<file path="config.mk">
export PLATFORM = sky130hd
export DESIGN_NAME = score_digitizer_flat
export DESIGN_NICKNAME = d
export VERILOG_FILES = /design/src/rtl/score_digitizer_if.sv /design/src/rtl/score_digitizer.sv /design/src/flat_wrapper.sv
export SDC_FILE = /design/constraint.sdc
export NUM_CORES = 1
export LEC_CHECK = 0
export ABC_AREA = 1
export BUFFER_PORTS_ARGS = -buffer_cell sky130_fd_sc_hd__clkbuf_2
export CORE_MARGIN = 1
export CORE_UTILIZATION = 40
export CTS_CLUSTER_SIZE = 28
export DETAILED_ROUTE_END_ITERATION = 12
export PLACE_DENSITY = 0.66
export SYNTH_ARGS = -nofsm -noshare
export SYNTH_HDL_FRONTEND = slang
export SYNTH_SLANG_ARGS = --single-unit
</file>
<file path="constraint.sdc">
create_clock -name clk -period 5 [get_ports clk]
set_clock_uncertainty 0.15 [all_clocks]
set_input_delay 1 -clock clk [delete_from_list [all_inputs] [get_ports clk]]
set_output_delay 1 -clock clk [all_outputs]
set_load 0.01 [all_outputs]
</file>
<file path="src/rtl/score_digitizer_if.sv">
// Controller/renderer bus for score_digitizer: sampled score/lives in, BCD digits out.
// Handshake: no back-pressure. srtFrm is a 1-cycle request that is accepted only while busy=0;
// digVld is a 1-cycle strobe marking new digits, which then hold until the next strobe.
interface score_digitizer_if #(
    parameter int SCR_W = 10
);
    logic             srtFrm;
    logic [SCR_W-1:0] scrNum;
    logic [1:0]       scrLiv;
    logic [3:0]       digOne;
    logic [3:0]       digTen;
    logic [3:0]       digHun;
    logic [3:0]       digTho;
    logic [1:0]       livDig;
    logic             busy;
    logic             digVld;
    logic [1:0]       fsmState;

    modport master (
        output srtFrm, scrNum, scrLiv,
        input  digOne, digTen, digHun, digTho, livDig, busy, digVld, fsmState
    );

    modport slave (
        input  srtFrm, scrNum, scrLiv,
        output digOne, digTen, digHun, digTho, livDig, busy, digVld, fsmState
    );
endinterface

</file>
<file path="src/rtl/score_digitizer.sv">
// Frame-sampled iterative double-dabble score/lives digitizer.
// Define SCORE_BLANK_EN for leading-zero blanking (4'hF glyph); default outputs raw BCD.
module score_digitizer #(
    parameter int SCR_W = 10,
    parameter int DIG_N = 4
) (
    input  logic               clk,
    input  logic               reset,
    score_digitizer_if.slave   bus
);
    localparam int BCD_W = 4 * DIG_N;

    typedef enum logic [1:0] {
        IDLE  = 2'd0,
        SHIFT = 2'd1,
        DONE  = 2'd2
    } state_t;

    state_t             r_state;
    state_t             w_next;
    logic               w_start;
    logic               w_last_step;

    logic [SCR_W-1:0]   binReg;
    logic [BCD_W-1:0]   bcdReg;
    logic [SCR_W-1:0]   lastScr;
    logic [1:0]         lastLiv;
    logic [1:0]         livReg;
    logic [3:0]         cnt;
    logic               frcUpd;

    logic [BCD_W-1:0]   w_bcd_adj;
    logic [3:0]         w_one, w_ten, w_hun, w_tho;

    logic [3:0]         r_digOne, r_digTen, r_digHun, r_digTho;
    logic [1:0]         r_livDig;
    logic               r_digVld;

    assign w_start = (r_state == IDLE) && bus.srtFrm &&
                     (frcUpd || (bus.scrNum != lastScr) || (bus.scrLiv != lastLiv));
    assign w_last_step = (cnt == 4'(SCR_W - 1));

    always_ff @(posedge clk or posedge reset) begin
        if (reset) r_state <= IDLE;
        else       r_state <= w_next;
    end

    always_comb begin
        w_next = r_state;
        case (r_state)
            IDLE:    if (w_start) w_next = SHIFT;
            SHIFT:   if (w_last_step) w_next = DONE;
            DONE:    w_next = IDLE;
            default: w_next = IDLE;
        endcase
    end

    // Add-3 correction is judged on the pre-shift nibbles.
    always_comb begin
        w_bcd_adj = bcdReg;
        for (int i = 0; i < DIG_N; i++) begin
            if (bcdReg[4*i +: 4] >= 4'd5)
                w_bcd_adj[4*i +: 4] = bcdReg[4*i +: 4] + 4'd3;
        end
    end

    always_ff @(posedge clk or posedge reset) begin
        if (reset) begin
            binReg  <= '0;
            bcdReg  <= '0;
            lastScr <= '0;
            lastLiv <= '0;
            livReg  <= '0;
            cnt     <= '0;
            frcUpd  <= 1'b1;
        end else begin
            case (r_state)
                IDLE: begin
                    if (w_start) begin
                        binReg  <= bus.scrNum;
                        livReg  <= bus.scrLiv;
                        lastScr <= bus.scrNum;
                        lastLiv <= bus.scrLiv;
                        bcdReg  <= '0;
                        cnt     <= '0;
                        frcUpd  <= 1'b0;
                    end
                end
                SHIFT: begin
                    bcdReg <= {w_bcd_adj[BCD_W-2:0], binReg[SCR_W-1]};
                    binReg <= {binReg[SCR_W-2:0], 1'b0};
                    cnt    <= cnt + 4'd1;
                end
                default: ;
            endcase
        end
    end

`ifdef SCORE_BLANK_EN
    always_comb begin
        w_one = bcdReg[3:0];
        w_ten = bcdReg[7:4];
        w_hun = bcdReg[11:8];
        w_tho = bcdReg[15:12];
        if (bcdReg[15:12] == 4'd0) begin
            w_tho = 4'hF;
            if (bcdReg[11:8] == 4'd0) begin
                w_hun = 4'hF;
                if (bcdReg[7:4] == 4'd0) w_ten = 4'hF;
            end
        end
    end
`else
    always_comb begin
        w_one = bcdReg[3:0];
        w_ten = bcdReg[7:4];
        w_hun = bcdReg[11:8];
        w_tho = bcdReg[15:12];
    end
`endif

    // Outputs only move at the DONE edge so the renderer never sees partial results.
    always_ff @(posedge clk or posedge reset) begin
        if (reset) begin
            r_digOne <= '0;
            r_digTen <= '0;
            r_digHun <= '0;
            r_digTho <= '0;
            r_livDig <= '0;
            r_digVld <= 1'b0;
        end else begin
            r_digVld <= 1'b0;
            if (r_state == DONE) begin
                r_digOne <= w_one;
                r_digTen <= w_ten;
                r_digHun <= w_hun;
                r_digTho <= w_tho;
                r_livDig <= livReg;
                r_digVld <= 1'b1;
            end
        end
    end

    assign bus.digOne   = r_digOne;
    assign bus.digTen   = r_digTen;
    assign bus.digHun   = r_digHun;
    assign bus.digTho   = r_digTho;
    assign bus.livDig   = r_livDig;
    assign bus.digVld   = r_digVld;
    assign bus.busy     = (r_state != IDLE);
    assign bus.fsmState = r_state;
endmodule

</file>
<file path="src/flat_wrapper.sv">
// flat-port wrapper written by rule: the top's interface ports become plain ports
module score_digitizer_flat 
#(
    parameter int SCR_W = 10,
    parameter int DIG_N = 4
)
  (clk, reset, bus_srtFrm, bus_scrNum, bus_scrLiv, bus_digOne, bus_digTen, bus_digHun, bus_digTho, bus_livDig, bus_busy, bus_digVld, bus_fsmState);
  score_digitizer_if #(.SCR_W(SCR_W)) bus_i ();
  input  logic clk;
  input  logic reset;
  input wire logic [$bits(bus_i.srtFrm)-1:0] bus_srtFrm;
  input wire logic [$bits(bus_i.scrNum)-1:0] bus_scrNum;
  input wire logic [$bits(bus_i.scrLiv)-1:0] bus_scrLiv;
  output wire logic [$bits(bus_i.digOne)-1:0] bus_digOne;
  output wire logic [$bits(bus_i.digTen)-1:0] bus_digTen;
  output wire logic [$bits(bus_i.digHun)-1:0] bus_digHun;
  output wire logic [$bits(bus_i.digTho)-1:0] bus_digTho;
  output wire logic [$bits(bus_i.livDig)-1:0] bus_livDig;
  output wire logic [$bits(bus_i.busy)-1:0] bus_busy;
  output wire logic [$bits(bus_i.digVld)-1:0] bus_digVld;
  output wire logic [$bits(bus_i.fsmState)-1:0] bus_fsmState;
  assign bus_i.srtFrm = bus_srtFrm;
  assign bus_i.scrNum = bus_scrNum;
  assign bus_i.scrLiv = bus_scrLiv;
  assign bus_digOne = bus_i.digOne;
  assign bus_digTen = bus_i.digTen;
  assign bus_digHun = bus_i.digHun;
  assign bus_digTho = bus_i.digTho;
  assign bus_livDig = bus_i.livDig;
  assign bus_busy = bus_i.busy;
  assign bus_digVld = bus_i.digVld;
  assign bus_fsmState = bus_i.fsmState;
  score_digitizer #(.SCR_W(SCR_W), .DIG_N(DIG_N)) u_core (.clk(clk), .reset(reset), .bus(bus_i));
endmodule
</file>
==> results of run 1 <==
-- flip-flops by register name (all words and copies together), names as in the netlist --
name	cells
u_core.bus.digOne	4
u_core.bus.digTen	4
u_core.bus.livDig	2
u_core.frcUpd	1
u_core.cnt	4
u_core.bus.digVld	1
u_core.lastLiv	2
u_core.bcdReg	16
u_core.bus.fsmState	2
u_core.binReg	10
u_core.bus.digHun	4
u_core.bus.digTho	4
u_core.lastScr	10
-- metal layers --
layer  up-vias  GRT usage, %
met1      1175          21.4
met5         -             0
li1       1315             -
met2        44          25.0
met3         6          2.53
met4         0          8.87
-- stage by stage --
stage,area [sq um],hold WS [ns],setup WS [ns],std cells
2_1_floorplan,3150,0.287,2.25,397
3_3_place_gp,3370,0.313,2.27,519
3_5_place_dp,3370,0.303,2.26,519
4_1_cts,3640,0.313,2.47,535
5_1_grt,3640,0.335,2.23,535
6_report,3640,0.311,2.49,535
-- final cells by class --
| cell class | instances | area (sq um) | share of cell area, % |
|---|---|---|---|
| sequential | 64 | 1600 | 44.0 |
| multi-input combinational | 268 | 1270 | 34.8 |
| inverter | 51 | 191 | 5.26 |
| timing repair buffer | 37 | 188 | 5.16 |
| clock inverter | 7 | 144 | 3.95 |
| clock buffer | 9 | 124 | 3.40 |
| tap | 99 | 124 | 3.40 |
-- cell families (layout without fill, tap and decap cells) --
| group | Yosys count | in the layout | share of synthesized area (%) |
|---|---|---|---|
| adder cells (fa/ha/maj) | 10 | 10 | 3.97 |
| flip-flops | 64 | 64 | 50.9 |
| buffers and inverters | 65 | 104 | 8.90 |
| AO/OA/AOI/OAI | 67 | 67 | 10.6 |
| XOR/XNOR | 6 | 6 | 1.67 |
| AND/OR/NAND/NOR | 185 | 185 | 23.9 |
-- worst max-delay path, stage by stage, from the launching register on --
cell and delay (ns):
dfrtp_1 0.41, nor2_2 0.81, inv_2 0.57, or2_2 0.43, nand2_1 0.07
-- cells in the mapped netlist (all sizes together) --
cell	instances
nand2	128
dfrtp	63
o21ai	54
inv	51
nand3	34
nor2	21
a21oi	13
ha	10
buf	7
clkbuf	7
xor2	4
xnor2	2
dfstp	1
nor3	1
or2	1
-- report_power, final --
part	internal [mW]	leakage [nW]	switching [mW]	total, mW
Combinational	0.329	1.01	0.562	0.891
Clock	0.382	0.126	0.213	0.595
Sequential	0.736	0.815	0.160	0.896
Total	1.45	1.96	0.936	2.38
-- worst max-delay path by stage --
stage | to | slack, ns
after floorplan | u_core.bcdReg[0]$_DFFE_PP0P_ | 2.25
after global placement | u_core.binReg[8]$_DFFE_PP0P_ | 2.27
after detailed placement | u_core.binReg[1]$_DFFE_PP0P_ | 2.26
after CTS | u_core.cnt[1]$_DFFE_PP0P_ | 2.47
after global routing | u_core.binReg[3]$_DFFE_PP0P_ | 2.23
final | u_core.cnt[1]$_DFFE_PP0P_ | 2.49
==> results.py, run 1 <==
metrics = {
    "die": {
        "die_w_microns": 90.7,
        "start_util_pct": 42.3,
        "num_rows": 31,
        "core_area_sq_um": 7450,
        "die_h_microns": 90.7,
        "io_pins": 37,
        "die-area_sq_um": 8230,
    },
    "routing": {
        "wl_met1_mm": 2.99,
        "route.met3.wl_microns": 186,
        "drc": 0,
        "dr.pass1.iters": 4,
        "vias": 2540,
        "drt-initial-drc-count": 145,
        "top_layer": "met4",
        "vias_per_cell": 4.75,
        "route.met2.wl_mm": 2.92,
        "wl_mm": 6.20,
        "wl_per_cell_microns": 11.6,
        "antenna_left": 0,
    },
    "clock_network": {
        "cts_buffer_depth": 2,
        "clk_pin_slew_ns": 0.07,
        "clk-insertion-delay-late_ns": 0.34,
        "ctsHoldBuffers": 0,
        "cts_resized": 0,
        "tritoncts": "yes",
        "clock-sinks": 64,
        "post_cts_buffers": 0,
        "numCtsBuffers": 9,
        "htreeDepth": 3,
        "clockRootBuffer": "clkbuf_8",
    },
    "sta": {
        "rsz0062_at_grt": "no",
        "slew_headroom_pct": 31.2,
        "period_needed_ns": 2.51,
        "max_freq_ghz": 0.399,
        "finalCritPeriodShare_pct": 50.2,
        "slew_violations": 0,
        "hold_viol_final": 0,
        "worst_slew_pin_slew_ns": 1.03,
        "setup_tns_ns": 0,
        "setup_viol_count_final": 0,
    },
    "worst_setup_path": {
        "startpoint": "u_core.bus.fsmState[1]$_DFFE_PP0P_",
        "endpoint_kind": "register",
        "crit_fanout": 44,
        "crit_type": "register to register",
        "worstPathArrival_ns": 2.64,
        "worstReg2RegStart": "u_core.bus.fsmState[1]$_DFFE_PP0P_",
        "cp.required_ns": 5.13,
        "r2r_cells": 4,
        "r2r-end": "u_core.cnt[1]$_DFFE_PP0P_",
        "rrSetupSlack_ns": 2.49,
        "cp-start-kind": "register",
    },
    "synthesis": {
        "ys_ff_latch": 64,
        "yosys.area.top_type_share_pct": 50.1,
        "ys_types": 22,
        "yosysSeqAreaShare_pct": 50.9,
        "yosys.area.top_type": "dfrtp_1",
        "synth_cells": 397,
        "syn-cell-area_sq_um": 3150,
        "syn_nets": 422,
        "yosys-top-cells-area": "dfrtp_1 50%, nand2_1 15%, o21ai_0 7.6%, inv_1 5.7%, nand3_1 5.4%",
        "syn_area_per_cell_sq_um": 7.93,
        "ys_warn_count": 0,
    },
    "outcome": {
        "status": "completed",
    },
    "run": {
        "drv_cap": 0,
    },
    "placement": {
        "post-dp-hpwl_mm": 4.17,
        "gp_congestion": 0.789,
        "port_buffers": 36,
    },
    "power": {
        "leakagePower_nw": 1.96,
        "power_density_nw_per_um2": 655,
        "total_power_mw": 2.38,
        "vdd_drop_max_uv": 193,
    },
    "worst_hold_path": {
        "holdCritStartpoint": "u_core.frcUpd$_DFFE_PP1P_",
        "hold_class": "register to register",
        "min_to": "u_core.frcUpd$_DFFE_PP1P_",
        "hold_depth": 2,
    },
    "layout": {
        "fill_cells": 751,
        "postLayoutCoreUtil_pct": 48.9,
        "drive_above_1_share_pct": 14.2,
        "area_growth_pct": 15.6,
        "antennaDiodeCount": 0,
        "final_cell_mix": "126 x nand2_1, 63 x dfrtp_1, 48 x o21ai_0",
        "final_common_cell": "nand2_1",
        "nets": 456,
    },
    "global_routing": {
        "track_usage_pct": 16.1,
        "grt_pass1_vias": 2266,
        "grt_max_degree": 55,
        "overflow": 0,
        "antenna_found_initial": 0,
        "grt_pass1_wl_mm": 10.5,
    },
}
(Power assumes the default switching activity.)
==> run 2, diff against run 1 <==
==> constraint.sdc (replaced) <==
create_clock -name clk -period 2.5 [get_ports clk]
set_clock_uncertainty 0.15 [all_clocks]
set_input_delay 0.5 -clock clk [delete_from_list [all_inputs] [get_ports clk]]
set_output_delay 0.5 -clock clk [all_outputs]
set_load 0.01 [all_outputs]
==> run 2 against run 1 <==
  * Register-to-register slack worse by 1.8 ns
  * Worst hold slack got worse by 0.061 ns
  * Cell count grew 0.75%
  * Sequential power rose by 100%
  * Power grew 97%
  * Sequential cell count unchanged
  * Critical endpoint is now u_core.bcdReg[9]$_DFFE_PP0P_
  * Largest cell class unchanged
==> results.py, run 2 (synthesis results as in run 1) <==
metrics = {
    "placement": {
        "post-dp-hpwl_mm": 4.22,
        "port_buffers": 36,
        "dp_slack_ns": 0.431,
        "gp_congestion": 0.775,
    },
    "routing": {
        "vias": 2554,
        "wl_mm": 6.19,
        "antenna_left": 0,
        "drc": 0,
        "wl_per_cell_microns": 11.5,
        "dr.pass1.iters": 4,
        "vias_per_cell": 4.74,
        "drt-initial-drc-count": 130,
    },
    "power": {
        "power_density_nw_per_um2": 1280,
        "leakagePower_nw": 1.97,
        "vdd_drop_max_uv": 493,
    },
    "die": {
        "io_pins": 37,
        "die-area_sq_um": 8230,
        "die_h_microns": 90.7,
        "num_rows": 31,
        "die_w_microns": 90.7,
        "start_util_pct": 42.3,
        "core_area_sq_um": 7450,
    },
    "clock_network": {
        "clock-sinks": 64,
        "cts_resized": 0,
        "htreeDepth": 3,
        "ctsHoldBuffers": 1,
        "tritoncts": "yes",
        "numCtsBuffers": 9,
        "post_cts_buffers": 0,
        "cts_buffer_depth": 2,
        "clk_pin_slew_ns": 0.08,
        "clk-insertion-delay-late_ns": 0.34,
        "clockRootBuffer": "clkbuf_8",
    },
    "worst_setup_path": {
        "rrSetupSlack_ns": 0.65,
        "cp-start-kind": "register",
        "critPathMaxStageDelay_ns": 0.38,
        "crit_chain": "inv_1 -> nand2_1 -> nand2_1 -> nor2_1 -> nand2_1 -> nor2_1 -> nand2_1 -> nand2_4 -> buf_4 -> nand3_1 -> nand2_1",
        "worstReg2RegStart": "u_core.lastLiv[1]$_DFFE_PP0P_",
        "r2r_cells": 11,
        "cp_slowest_cell": "dfrtp_1",
        "worstPathArrival_ns": 1.99,
        "crit_fanout": 27,
        "cp.required_ns": 2.63,
        "crit_path_frequent_cell": "nand2_1",
        "r2r-end": "u_core.bcdReg[9]$_DFFE_PP0P_",
        "crit_type": "register to register",
        "endpoint_kind": "register",
    },
    "outcome": {
        "status": "completed",
    },
    "sta": {
        "slew_violations": 0,
        "setup_tns_ns": 0,
        "max_freq_ghz": 0.539,
        "period_needed_ns": 1.85,
        "setup_ws_ns": 0.645,
        "finalCritPeriodShare_pct": 74.2,
        "hold_viol_final": 0,
        "worst_slew_pin_slew_ns": 0.688,
        "rsz0062_at_grt": "no",
        "slew_headroom_pct": 54.1,
        "setup_viol_count_final": 0,
    },
    "global_routing": {
        "track_usage_pct": 16.7,
        "grt_max_degree": 56,
        "grt_pass1_wl_mm": 11.1,
        "antenna_found_initial": 0,
        "grt_pass1_vias": 2422,
        "overflow": 0,
    },
    "layout": {
        "nets": 460,
        "top_regs": "u_core.bcdReg x16, u_core.binReg x10, u_core.lastScr x10",
        "fill_cells": 745,
        "antennaDiodeCount": 0,
        "area_growth_pct": 16.2,
        "final_common_cell": "nand2_1",
        "largest_register": "u_core.bcdReg",
        "drive_above_1_share_pct": 14.8,
        "final_cell_mix": "126 x nand2_1, 63 x dfrtp_1, 48 x o21ai_0",
        "largest_reg_flops": 16,
    },
    "worst_hold_path": {
        "hold_class": "input port to register",
        "hold_depth": 3,
        "holdCritStartpoint": "bus_scrLiv[0]",
        "min_to": "u_core.lastLiv[0]$_DFFE_PP0P_",
    },
    "run": {
        "drv_cap": 0,
    },
}
==> run 2: cell types whose count changed in the layout (fill, tap and decap cells not counted), sizes merged <==
cell	previous run	this run
clkinv	1	3
dlygate4sd3	0	1
bufinv	4	3
buf	1	4
clkinvlp	2	1
==> run 2: per-stage QoR <==
step	std cells	util, %	total power [mW]	instance area (sq um)	hold slack, ns
after floorplan	397	-	3.17	3150	0.287
after global placement	522	45.7	3.57	3410	0.283
after detailed placement	522	45.7	3.63	3410	0.280
after CTS	539	49.2	4.74	3660	0.241
after global routing	539	49.2	5.17	3660	0.266
final	539	49.2	4.69	3660	0.250
==> run 2: power breakdown <==
group	switching, mW	internal [mW]	total (mW)
sequential	0.322	1.47	1.79
clock	0.421	0.663	1.08
combinational	1.13	0.682	1.81
total	1.87	2.82	4.69
==> run 2: cell type report <==
type | count | area (sq um) | share of cell area [%]
clock buffer | 9 | 124 | 3.38
clock inverter | 7 | 120 | 3.28
inverter | 51 | 191 | 5.23
multi-input combinational | 268 | 1270 | 34.6
sequential | 64 | 1600 | 43.8
tap | 99 | 124 | 3.38
timing repair buffer | 41 | 233 | 6.36
==> run 2: critical path: cells and delay by family, from the launching register on <==
family	cells	cell delay (ns)
DFF	1	0.38
and+or+nand+nor	9	0.91
buffers and inverters	2	0.34
==> run 2: worst max path at each step <==
stage	startpoint	endpoint	slack, ns	cells past startpoint
3_5_place_dp	bus_scrNum[1]	u_core.bcdReg[5]$_DFFE_PP0P_	0.43	12
3_3_place_gp	bus_scrNum[1]	u_core.bcdReg[7]$_DFFE_PP0P_	0.45	12
2_1_floorplan	reset	u_core.bcdReg[0]$_DFFE_PP0P_	0.25	1
6_report	u_core.lastLiv[1]$_DFFE_PP0P_	u_core.bcdReg[9]$_DFFE_PP0P_	0.65	11
4_1_cts	u_core.lastLiv[1]$_DFFE_PP0P_	u_core.bcdReg[12]$_DFFE_PP0P_	0.65	11
5_1_grt	u_core.lastLiv[1]$_DFFE_PP0P_	u_core.bcdReg[10]$_DFFE_PP0P_	0.40	11
==> run 2: per-layer routing <==
metal / vias up / share of wire, % / GRT usage, %
met3: 10 / 2.9 / 2.95
met5: - / 0 / 0
met2: 41 / 46 / 26.4
met1: 1177 / 49 / 22.2
met4: 0 / 2.0 / 7.66
li1: 1326 / - / -
